[config.mk]
export PLATFORM = sky130hd
export DESIGN_NAME = argmax_13_32_flat
export DESIGN_NICKNAME = d
export VERILOG_FILES = /design/src/rtl/argmax_13_32_if.sv /design/src/rtl/argmax_13_32.sv /design/src/flat_wrapper.sv
export SDC_FILE = /design/constraint.sdc
export NUM_CORES = 1
export LEC_CHECK = 0
export CAP_MARGIN = 10
export CORE_MARGIN = 2
export CORE_UTILIZATION = 35
export DETAILED_ROUTE_END_ITERATION = 8
export PLACE_DENSITY = 0.63
export SLEW_MARGIN = 20
export SYNTH_ARGS = -nofsm -noshare
export SYNTH_HDL_FRONTEND = slang
export SYNTH_SLANG_ARGS = --single-unit
[constraint.sdc]
create_clock -name clk -period 5.55 [get_ports clk]
set_input_delay 0.8325 -clock clk [delete_from_list [all_inputs] [get_ports clk]]
set_output_delay 0.8325 -clock clk [all_outputs]
set_load 0.005 [all_outputs]
[src/rtl/argmax_13_32_if.sv]
// Handshake bundle between the 13x32 fully connected layer, the argmax stage
// and the downstream result consumer.
//
// Signals:
//   input_valid / input_ready  element handshake (producer -> argmax)
//   input_data                 signed element, delivered in index order
//   output_valid / output_ready result handshake (argmax -> consumer)
//   output_data                signed maximum of the vector
//   output_index               index of that maximum
//
// Modports:
//   slave  - the argmax stage itself
//   master - the environment driving elements and consuming results
interface argmax_13_32_if #(
  parameter int DATA_W = 32,
  parameter int IDX_W  = 4
);
  logic                     input_valid;
  logic                     input_ready;
  logic signed [DATA_W-1:0] input_data;
  logic                     output_valid;
  logic                     output_ready;
  logic signed [DATA_W-1:0] output_data;
  logic [IDX_W-1:0]         output_index;

  modport slave (
    input  input_valid, input_data, output_ready,
    output input_ready, output_valid, output_data, output_index
  );

  modport master (
    output input_valid, input_data, output_ready,
    input  input_ready, output_valid, output_data, output_index
  );
endinterface

[src/rtl/argmax_13_32.sv]
// Streaming argmax over 13-element vectors of signed 32-bit values.
// Consumes one element per input handshake and, after the 13th element,
// presents the maximum value and its index (lowest index wins on ties).
// The result sits in its own register, so the following vector can
// accumulate while the previous result waits for the consumer; only the
// last element of that next vector is stalled until the result drains.
//
// Ports:
//   clk    rising-edge clock
//   reset  asynchronous, active-low reset
//   bus    argmax_13_32_if.slave handshake bundle (see interface header)
module argmax_13_32 #(
  parameter int DATA_W = 32
) (
  input  logic           clk,
  input  logic           reset,
  argmax_13_32_if.slave  bus
);
  localparam int M    = 13;
  localparam int LOGM = $clog2(M);
  localparam logic [LOGM-1:0] LAST_IDX = LOGM'(M - 1);

  // Running state for the vector currently streaming in
  logic [LOGM-1:0]          r_cnt;
  logic signed [DATA_W-1:0] r_cur_max;
  logic [LOGM-1:0]          r_cur_idx;

  // Result register, independent from the running state
  logic                     r_out_valid;
  logic signed [DATA_W-1:0] r_out_data;
  logic [LOGM-1:0]          r_out_idx;

  logic                     w_first;
  logic                     w_last;
  logic                     w_in_ready;
  logic                     w_in_acc;
  logic                     w_out_acc;
  logic                     w_take;
  logic signed [DATA_W-1:0] w_in_data;
  logic signed [DATA_W-1:0] w_nxt_max;
  logic [LOGM-1:0]          w_nxt_idx;

  function automatic logic is_greater(input logic signed [DATA_W-1:0] a,
                                      input logic signed [DATA_W-1:0] b);
    return a > b;
  endfunction

  assign w_in_data = bus.input_data;
  assign w_first   = (r_cnt == '0);
  assign w_last    = (r_cnt == LAST_IDX);

  // Only the last element has to wait: it is the one that overwrites the
  // result register. Combinational from output_ready so a draining result
  // and a new last element can both handshake in the same cycle.
  assign w_in_ready = !(w_last && r_out_valid && !bus.output_ready);
  assign w_in_acc   = bus.input_valid && w_in_ready;
  assign w_out_acc  = r_out_valid && bus.output_ready;

  // Strict compare keeps the earliest index on ties; element 0 always loads.
  assign w_take    = w_first || is_greater(w_in_data, r_cur_max);
  assign w_nxt_max = w_take ? w_in_data : r_cur_max;
  assign w_nxt_idx = w_first ? '0 : (w_take ? r_cnt : r_cur_idx);

  always_ff @(posedge clk or negedge reset) begin
    if (!reset) begin
      r_cnt     <= '0;
      r_cur_max <= '0;
      r_cur_idx <= '0;
    end else if (w_in_acc) begin
      r_cnt     <= w_last ? '0 : r_cnt + LOGM'(1);
      r_cur_max <= w_nxt_max;
      r_cur_idx <= w_nxt_idx;
    end
  end

  // A new result wins over a simultaneous drain, keeping output_valid high.
  always_ff @(posedge clk or negedge reset) begin
    if (!reset) begin
      r_out_valid <= 1'b0;
      r_out_data  <= '0;
      r_out_idx   <= '0;
    end else if (w_in_acc && w_last) begin
      r_out_valid <= 1'b1;
      r_out_data  <= w_nxt_max;
      r_out_idx   <= w_nxt_idx;
    end else if (w_out_acc) begin
      r_out_valid <= 1'b0;
    end
  end

  assign bus.input_ready  = w_in_ready;
  assign bus.output_valid = r_out_valid;
  assign bus.output_data  = r_out_data;
  assign bus.output_index = r_out_idx;
endmodule

[src/flat_wrapper.sv]
// flat-port wrapper written by rule: the top's interface ports become plain ports
module argmax_13_32_flat 
#(
  parameter int DATA_W = 32
)
  (clk, reset, bus_input_valid, bus_input_data, bus_output_ready, bus_input_ready, bus_output_valid, bus_output_data, bus_output_index);
  argmax_13_32_if #(.DATA_W(DATA_W)) bus_i ();
  input  logic clk;
  input  logic reset;
  input wire logic [$bits(bus_i.input_valid)-1:0] bus_input_valid;
  input wire logic [$bits(bus_i.input_data)-1:0] bus_input_data;
  input wire logic [$bits(bus_i.output_ready)-1:0] bus_output_ready;
  output wire logic [$bits(bus_i.input_ready)-1:0] bus_input_ready;
  output wire logic [$bits(bus_i.output_valid)-1:0] bus_output_valid;
  output wire logic [$bits(bus_i.output_data)-1:0] bus_output_data;
  output wire logic [$bits(bus_i.output_index)-1:0] bus_output_index;
  assign bus_i.input_valid = bus_input_valid;
  assign bus_i.input_data = bus_input_data;
  assign bus_i.output_ready = bus_output_ready;
  assign bus_input_ready = bus_i.input_ready;
  assign bus_output_valid = bus_i.output_valid;
  assign bus_output_data = bus_i.output_data;
  assign bus_output_index = bus_i.output_index;
  argmax_13_32 #(.DATA_W(DATA_W)) u_core (.clk(clk), .reset(reset), .bus(bus_i));
endmodule
* After elaboration in Yosys (flattened, before gate mapping) *
Index checks and enable logic that the tools add are counted.

storage, ports and cells
  register bits after elaboration = 77
  bits in latches = 0
  RAM bits = 0
  bits in read-only memories = 0
  output and inout port bits = 38
  logic and storage cells = 25
  memories kept = 0

cells by class
  add/sub/neg operators = 1
  $mul = 0
  divide/modulo/power cells = 0
  $lt $le $gt $ge = 1
  eq/ne operators = 1
  shift-type cells = 0
  mux-type cells = 6
  bitwise logic cells = 0
  reductions and logical operators = 10

operators by type and width
  kind                                          number
  > comparator 32 bit                           1
  two-way mux 32 bit                            1
  two-way mux 4 bit                             3
  logical AND 1 bit                             5
  adder 4 x 1 -> 4 bit (second input constant)  1
  equality test 4 bit (second input constant)   1
  zero test 4 bit                               1
  zero test 1 bit                               2
  two-way mux 1 bit                             2
  nonzero test 2 bit                            1
  logical OR 1 bit                              1

* Longest topological paths before layout *
Gate-level depths: netlist of run 1.

  depth in word-level cells = 7
  depth in mapped cells = 11
  depth with buffers taken out = 9

* Worst setup path before layout of run 1 *
Ideal clock, no wire load.

  path type = input -> register
  from = input bus_input_data[31]
  to = register u_core.r_cur_idx[3]
  setup time = 0.127 ns
  arrival time = 3.012 ns
  data required time = 5.423 ns
  slack = 2.411 ns
  stages = 9
  buffers on the path = 1
  cells stage by stage = ha_1 -> nand4_1 -> nor4_2 -> a22oi_1 -> and3_1 -> a211o_1 -> a21oi_4 -> buf_6 -> mux2_1

on the way
  word-level cells in the longest chain between the ends = 4

RTL lines
  what                            line                RTL
  start, declared                 flat_wrapper.sv:11  input wire logic [$bits(bus_i.input_data)-1:0] bus_input_data;
  > comparator 32 bit             argmax_13_32.sv:45  return a > b;
  logical OR 1 bit                argmax_13_32.sv:60  assign w_take = w_first || is_greater(w_in_data, r_cur_max);
  two-way mux 4 bit (2 in a row)  argmax_13_32.sv:62  assign w_nxt_idx = w_first ? '0 : (w_take ? r_cnt : r_cur_idx);
  end signal, assigned            argmax_13_32.sv:72  r_cur_idx <= w_nxt_idx;
  end, declared                   argmax_13_32.sv:26  logic [LOGM-1:0] r_cur_idx;

No other way between the ends.
A chain may end at the register's enable or synchronous reset.

* Final worst setup path of run 1 *
  from = input bus_input_data[31]
  to = register u_core.r_cur_max[6]

on the way
  word-level cells in the longest chain between the ends = 3

RTL lines
  what                  line                RTL
  > comparator 32 bit   argmax_13_32.sv:45
  logical OR 1 bit      argmax_13_32.sv:60
  two-way mux 32 bit    argmax_13_32.sv:61  assign w_nxt_max = w_take ? w_in_data : r_cur_max;
  end signal, assigned  argmax_13_32.sv:71  r_cur_max <= w_nxt_max;
  end, declared         argmax_13_32.sv:25  logic signed [DATA_W-1:0] r_cur_max;

No other way between the ends.

==> results.txt, run 1 <==
Traced cell by cell, the critical path runs through clkdlybuf4s50_1 > ha_1 > nand4_1 > nor4_2 > a22oi_1 > and3_1 > a211o_1 > a21oi_4 > buf_4 > mux2_2. The tools report the sequential share of power as 33.8%. The type of the tightest min-delay check was in -> async. For the total overflow reported by the global router, the log shows 0.

The share of total power dissipated in the clock network is 22.0%. Setup violations remaining at the end of the flow were counted as 0. The first detailed-routing pass ran for 6 iterations. The summed negative setup slack over all endpoints was 0 ns. In this run the horizontal extent of the chip is 113 um. The floorplan has 39 rows. The flow ran to the end, but the final reports show violations. Counting flops and latches in the post-synthesis netlist gives 77. Summing all multi-input logic gate instances after layout gives 0.00200 mm^2.

For the CTS sink count, the log shows 77. The tools report the count of pins over their slew limit as 0. Stage delay of the slowest cell on the critical path: 0.47 ns. In this run, placement finished with an instance count of 624. The vias per cell was 5.26. Port buffer count: 73. The final reports fail on DRC.

Once the clock tree was built, the resizer swapped 0 gates to a different size. The tree is rooted in a clkbuf_16. The run gives 9 as the number of buffers added by the clock tree synthesis step. For the pin with the worst max-slew slack, the measured transition is 0.761 ns.

After clock tree synthesis, the clock-pin slew on the worst setup and hold paths is 0.06 ns. Half-perimeter wire length after detailed placement: 6.77 mm. The number of nets produced by synthesis was 497; the simple-gate portion of the synthesized area was 8.74%. In this run the deepest clock path goes through 2 buffers. Cells with a size suffix above 1 make up 7.03% of the layout.

For this design the static power due to leakage is 2.40 nW. The floorplan step set the die height to 113 um. The sequential element share of the synthesized area was 46.3%; the critical path required time was 5.76 ns. The Yosys step of the flow raised 0 warnings. For the finished layout, the period the worst path requires is 3.93 ns. The number of antenna violations at the first check in global routing was 0. In this run, the number of DRC markers left after iteration 0 of detailed routing was 192. The logs give 0 for the number of maximum-capacitance constraint violations and 0 for the antenna cell count. The per-cell routed wire length came out at 15.6 um. The data arrival time at the worst-slack endpoint was 4.15 ns; the final-layout fill cell count was 1086. The top cell type by area accounts for 46.3% of the synthesized area. The switching share of total power was 36.4%. Counting distinct cell types in the post-synthesis netlist gives 39.

Hold timing on the final database bottoms out at a slack of 0.455 ns. The launching element type of the critical path was an input pin. The number of enable-type register cells in the synthesized netlist works out to 0.

The tools report the global-route wire length before repair as 17.0 mm. The power per cell area was 564 mW/mm^2. Global routing consumed, over all layers together, 16.5% of the routing resources. TritonCTS built the clock tree. The complex-gate fraction of the synthesized area was 19.4%.

Timing would allow up to 254 MHz. The tools report the worst clock skew on the final layout as 0.00956 ns. In this run the worst path has a maximum fanout of 22. Summed over all layers, the routed wires come to 9.99 mm. After layout, the design draws a total of 3.03 mW. Setup repair after global routing left no endpoint under its margin. The category of the worst setup path capture point is a flip-flop.

For the total vias in the final route, the log shows 3374. The dominant cell type by area after synthesis is dfrtp_1. Maximum number of pins on one net before global-route repair: 78.

The routability congestion estimate from global placement is 0.746, and the number of buffers added for setup after CTS is 0. The setup path with the least slack is of type in -> reg. The core region is 0.0115 mm^2. The run gives 3484 as the via count of the first global-routing pass. The total DRC errors in the routed layout came out at 3. Main flop type after synthesis: dfrtp_1.

The area growth from synthesis to final layout is 29.1%, and the number of top-level pins is 74. The final-report hold violation count is 0, and the portion of the clock cycle consumed by the worst path in the final layout is 70.9%. The average instance area after synthesis is 9.75 um^2, and the number of non-filler instances in the completed layout is 641.

For this run, asynchronously set or reset flops after synthesis account for 100%. The summed instance area of the synthesized netlist was 0.00417 mm^2. After clock tree synthesis, the flow added hold-fix buffers numbering 0.

After the last flow step, the layout net total stands at 563. Share of cell area taken by muxes after synthesis: 9.19%. The slowest stage of the critical path is the a21oi_4 cell. At the later pin of the worst-skew pair, clock insertion delay measures 0.34 ns. The tools report the internal power contribution as 1.93 mW. IR analysis of the VDD net gives a maximum drop of 189 uV. The parity-gate share of the synthesized area counting xor and xnor cells is 0%. The logs give 36.2% for the initial standard-cell utilization of the core and 3 for the number of H-tree branching levels.

In this run the power spent charging and discharging nets is 1.10 mW. The run gives 44.2% as the combinational cell fraction of total power. Once detail routing completed, the nets flagged for antenna violations numbered 0. The floorplan step defined a die boundary enclosing 0.0128 mm^2. The tools report the remaining max-slew budget at the tightest pin as 49.2%.

In the synthesized netlist, the number of instances is 427. In the final layout, flip-flops and latches occupy 0.00193 mm^2. Largest family of logic cells by synthesized area: compound AO/OA/AOI/OAI gates. The fraction of the mapped netlist area in adder cells works out to 10.2%. In the post-synthesis netlist, the biggest area contributors are dfrtp_1 46%, ha_1 10%, mux2_1 7.6%.
[layout by cell type (no fill, tap or decap), types with 2 or more instances in the layout]
cell	synthesis	routed
ha_1	34	34
nand3_1	4	4
clkbuf_8	0	4
o21ai_0	43	43
nand4_1	4	4
o2bb2ai_1	2	2
nand2_1	17	17
bufinv_16	0	2
a21o_1	2	2
and4_1	2	2
nor2b_1	3	2
buf_4	0	6
nor2_1	39	38
dfrtp_1	77	77
a22o_1	2	2
inv_1	38	38
clkbuf_16	0	9
and3_1	3	3
a31oi_1	34	34
mux2_2	6	6
nor3_1	2	2
mux2_1	28	28
clkdlybuf4s50_1	0	72
a21oi_1	47	47
[power groups by stage]
stage	combinational (mW)	sequential [mW]	clock, mW
2_1_floorplan	0.837	1.00	0
3_3_place_gp	1.32	1.02	0
3_5_place_dp	1.35	1.03	0
4_1_cts	1.36	1.02	0.678
5_1_grt	1.51	1.07	0.705
6_report	1.34	1.03	0.666
[final timing paths]
check / startpoint / endpoint / slack [ns] / cells after the start
min in group clk: u_core.bus.output_index[3]$_DFFE_PN0P_ / u_core.bus.output_index[3]$_DFFE_PN0P_ / 0.49 / 2
worst max-delay path: bus_input_data[31] / u_core.r_cur_max[6]$_DFFE_PN0P_ / 1.62 / 10
worst min register to register: u_core.bus.output_index[3]$_DFFE_PN0P_ / u_core.bus.output_index[3]$_DFFE_PN0P_ / 0.49 / 2
worst max register to register: u_core.r_cur_max[30]$_DFFE_PN0P_ / u_core.r_cur_max[6]$_DFFE_PN0P_ / 2.20 / 10
worst min-delay path: reset / u_core.bus.output_data[18]$_DFFE_PN0P_ / 0.45 / 1
max in group asynchronous: reset / u_core.bus.output_data[30]$_DFFE_PN0P_ / 4.51 / 2
[layout make-up]
class | instances | share of cell area (%)
clock buffers | 13 | 5.21
clock inverters | 3 | 1.21
inverters | 38 | 2.65
multi-input cells | 288 | 37.2
flip-flops and latches | 77 | 35.8
well taps | 143 | 3.33
repair buffers | 79 | 14.6
[worst max-delay path, delay by kind of cell]
kind | cells | cell delay, ns
AOI/OAI and AO/OA | 3 | 0.98
buffers and inverters | 2 | 0.86
and+or+nand+nor | 3 | 0.75
muxes | 1 | 0.38
adders and majority gates | 1 | 0.35
[flip-flops by register name (all words and copies together) (netlist names)]
name and flops:
u_core.r_cur_idx 4, u_core.bus.output_data 32, u_core.r_cur_max 32, u_core.bus.output_index 4
u_core.bus.output_valid 1, u_core.r_cnt 4
[synth_stat cells, types with 2 or more instances]
cell and n:
a21o_1 2, a21oi_1 47, a22o_1 2, a31oi_1 34, and3_1 3, and4_1 2
buf_1 4, buf_2 2, buf_6 3, clkbuf_1 15, dfrtp_1 77, ha_1 34
inv_1 38, mux2_1 28, mux2_2 6, nand2_1 17, nand3_1 4, nand4_1 4
nor2_1 39, nor2b_1 3, nor3_1 2, o21ai_0 43, o2bb2ai_1 2
[metal layers]
metal / track usage (%) / wire length, um / vias up
met4: 5.37 / 111 / 0
met5: 0 / 0 / -
met3: 3.43 / 400 / 9
li1: - / - / 1657
met1: 22.0 / 4680 / 1640
met2: 26.9 / 4800 / 68
[through the flow]
step | utilization (%) | worst slack [ns] | instance area, um^2
6_report | 46.7 | 1.62 | 5380
4_1_cts | 46.5 | 1.59 | 5350
3_3_place_gp | 43.5 | 1.32 | 5010
3_5_place_dp | 43.5 | 1.25 | 5010
5_1_grt | 46.7 | 1.40 | 5380
2_1_floorplan | - | 2.41 | 4170
[kinds of logic (layout without fill, tap and decap cells)]
logic type,Yosys count,after routing
buffers and inverters,62,133
and+or+nand+nor,80,80
AOI/OAI and AO/OA,140,140
muxes,34,34
adders and majority gates,34,34
DFF,77,77
Power figures use the tool's default switching activity.
==> run 2: changes to the inputs <==
- clock period: 5.55 -> 3.63 ns (I/O delays scaled with it)
==> run 2 against run 1 <==
The run still ends with DRC left. Clock skew shrank 0.0014 ns. First-iteration DRC count shrank 19%. Sequential share of layout area shrank 0.17 points. Largest cell class unchanged. Critical path type unchanged. Wire length shrank 0.64%. Combinational power grew 55%. Final area grew 0.47%.
==> results.txt, run 2 (synthesis gave the netlist of run 1 again) <==
The run finished, with violations left. The checks that failed: DRC. In this run the vertical extent of the chip is 113 um. Post-CTS repair changed the size of 0 cells. The CTS sink count is 77, and the portion of the clock cycle consumed by the worst path in the final layout is 88.4%. For this block, the initial DRC count from the detailed router was 155.

The total DRC errors in the routed layout was 3. Leaving out fill and tap cells, the most frequent cells in the layout are 77 x dfrtp_1, 72 x clkdlybuf4s50_1, 47 x a21oi_1. Timing analysis after detailed placement gives a worst setup slack of 0.0735 ns.

The number of buffers on the longest clock path is 2. The per-cell routed wire length came out at 15.4 um. The final count of negative-setup-slack endpoints is 0, and the worst clock skew on the final layout is 0.00816 ns. In the routed layout, each cell is associated on average with a via count of 5.24.

Tracing the worst setup path back leads to its startpoint at bus_input_data[14]. Compared with the post-synthesis result, the final layout area differs by 29.7%. The number of antenna violations at the first check in global routing was 0; the critical path required time was 3.85 ns. The worst pin sits at a relative slew slack of 51.5%. The number of top-level pins was 74.

The tree is rooted in a clkbuf_16. The final-report hold violation count was 0; the maximum number of pins on one net before global-route repair was 78. The core region is 0.0115 mm^2. Power spread over the standard cell area amounts to 859 mW/mm^2. The post-layout minimum cycle time came out at 3.21 ns. The number of antenna diodes in the final layout is 0. In this run the worst path has a maximum fanout of 12.

The routability congestion estimate from global placement is 0.791, and the number of maximum-capacitance constraint violations is 0. The path class of the tightest hold or removal check is in -> async. The initial standard-cell utilization of the core is 36.2%. The filler cells instantiated in the layout total 1094.

The number of hold buffers added after CTS was 0. Counting the buffers created by CTS gives 9. The tools report the via count of the first global-routing pass as 3382. The detail route stage leaves a number of antenna-violating nets equal to 0.

The worst supply voltage drop on vdd came out at 380 uV. The number of nets at the end of the flow was 568; the detailed-route wire length was 9.93 mm. The worst setup path is launched from an input pin.

For the final routed database, the setup TNS stands at 0 ns. Once detailed placement completed, the half-perimeter wirelength came to 6.89 mm. For the pin with the worst max-slew slack, the measured transition is 0.728 ns. Summed over all layers, the global routing overflow is 0. Setup repair after global routing left no endpoint under its margin.

In this run the core area contains 39 standard-cell rows. The critical path class is in -> reg. Leaving out fill and tap cells, the most frequent cell in the layout is dfrtp_1.

The maximum clock frequency came out at 312 MHz. Once the clock tree was built, the setup fixing pass inserted 0 buffers. Cells fill 46.9% of the core in the end. The count of pins over their slew limit was 0; the port buffer count was 73. Category of the worst setup path capture point: a flip-flop. The die extent in x is 113 um, and the full die area is 0.0128 mm^2.

At the later pin of the worst-skew pair, clock insertion delay measures 0.33 ns. For the worst setup path, the data arrival time is 3.42 ns. In this run the number of H-tree levels came out at 3. For this run, the total global-route usage over all layers was measured as 16.5%. Once routing completed, OpenROAD measured the worst setup slack at 0.422 ns.

The total vias in the final route came out at 3388. The run gives 17.1 mm as the global-route wire length before repair. For this run, the detailed router's first-pass iteration total came to 6. In this run the critical register-to-register path is launched from u_core.r_cur_max[14]$_DFFE_PN0P_.

TritonCTS built the clock tree. After clock tree synthesis, the clock-pin slew on the worst setup and hold paths is 0.06 ns. The share of cells above drive strength 1 is 7.95%, and the static leakage power is 2.42 nW.
## run 2: final timing paths
| path | depth (start not counted) | slack [ns] | end |
|---|---|---|---|
| worst max-delay path | 10 | 0.42 | u_core.r_cur_max[7]$_DFFE_PN0P_ |
| worst min-delay path | 1 | 0.24 | u_core.bus.output_data[17]$_DFFE_PN0P_ |
| worst max register to register | 10 | 0.72 | u_core.r_cur_max[7]$_DFFE_PN0P_ |
| worst min register to register | 2 | 0.49 | u_core.bus.output_index[3]$_DFFE_PN0P_ |
| max in group asynchronous | 1 | 2.88 | u_core.r_cur_max[11]$_DFFE_PN0P_ |
| min in group clk | 2 | 0.49 | u_core.bus.output_index[3]$_DFFE_PN0P_ |
## run 2: critical path: stages
cell and delay (ns):
clkdlybuf4s50_1 0.47, ha_1 0.35, nand4_1 0.16, nor4_1 0.42
a21boi_0 0.28, o41ai_1 0.12, a211o_1 0.31, a21oi_4 0.19
buf_4 0.23, mux2_2 0.35
## run 2: area by class of cell
class / instances / area (um^2) / share of cell area, %
clock inverters: 6 / 95.1 / 1.76
flip-flops and latches: 77 / 1930 / 35.7
well taps: 143 / 179 / 3.31
repair buffers: 84 / 827 / 15.3
multi-input cells: 288 / 1990 / 36.9
inverters: 38 / 143 / 2.64
clock buffers: 10 / 239 / 4.42
## run 2: power breakdown
part	internal [mW]	switching, mW
registers	1.28	0.290
clock network	0.627	0.362
logic	1.03	1.06
## run 2: stage by stage
| stage | power (mW) | instances | cell area (um^2) | hold WS [ns] |
|---|---|---|---|---|
| 2_1_floorplan | 2.81 | 427 | 4170 | 0.249 |
| 3_3_place_gp | 3.62 | 630 | 5060 | 0.472 |
| 3_5_place_dp | 3.68 | 630 | 5060 | 0.475 |
| 4_1_cts | 4.70 | 646 | 5400 | 0.426 |
| 5_1_grt | 5.05 | 646 | 5400 | 0.311 |
| 6_report | 4.64 | 646 | 5400 | 0.242 |
## run 2: metal layers
layer	vias up	wire, um	GRT usage, %
li1	1671	-	-
met3	10	314	2.73
met4	0	122	4.88
met2	60	4930	27.6
met1	1647	4560	22.0
met5	-	0	0
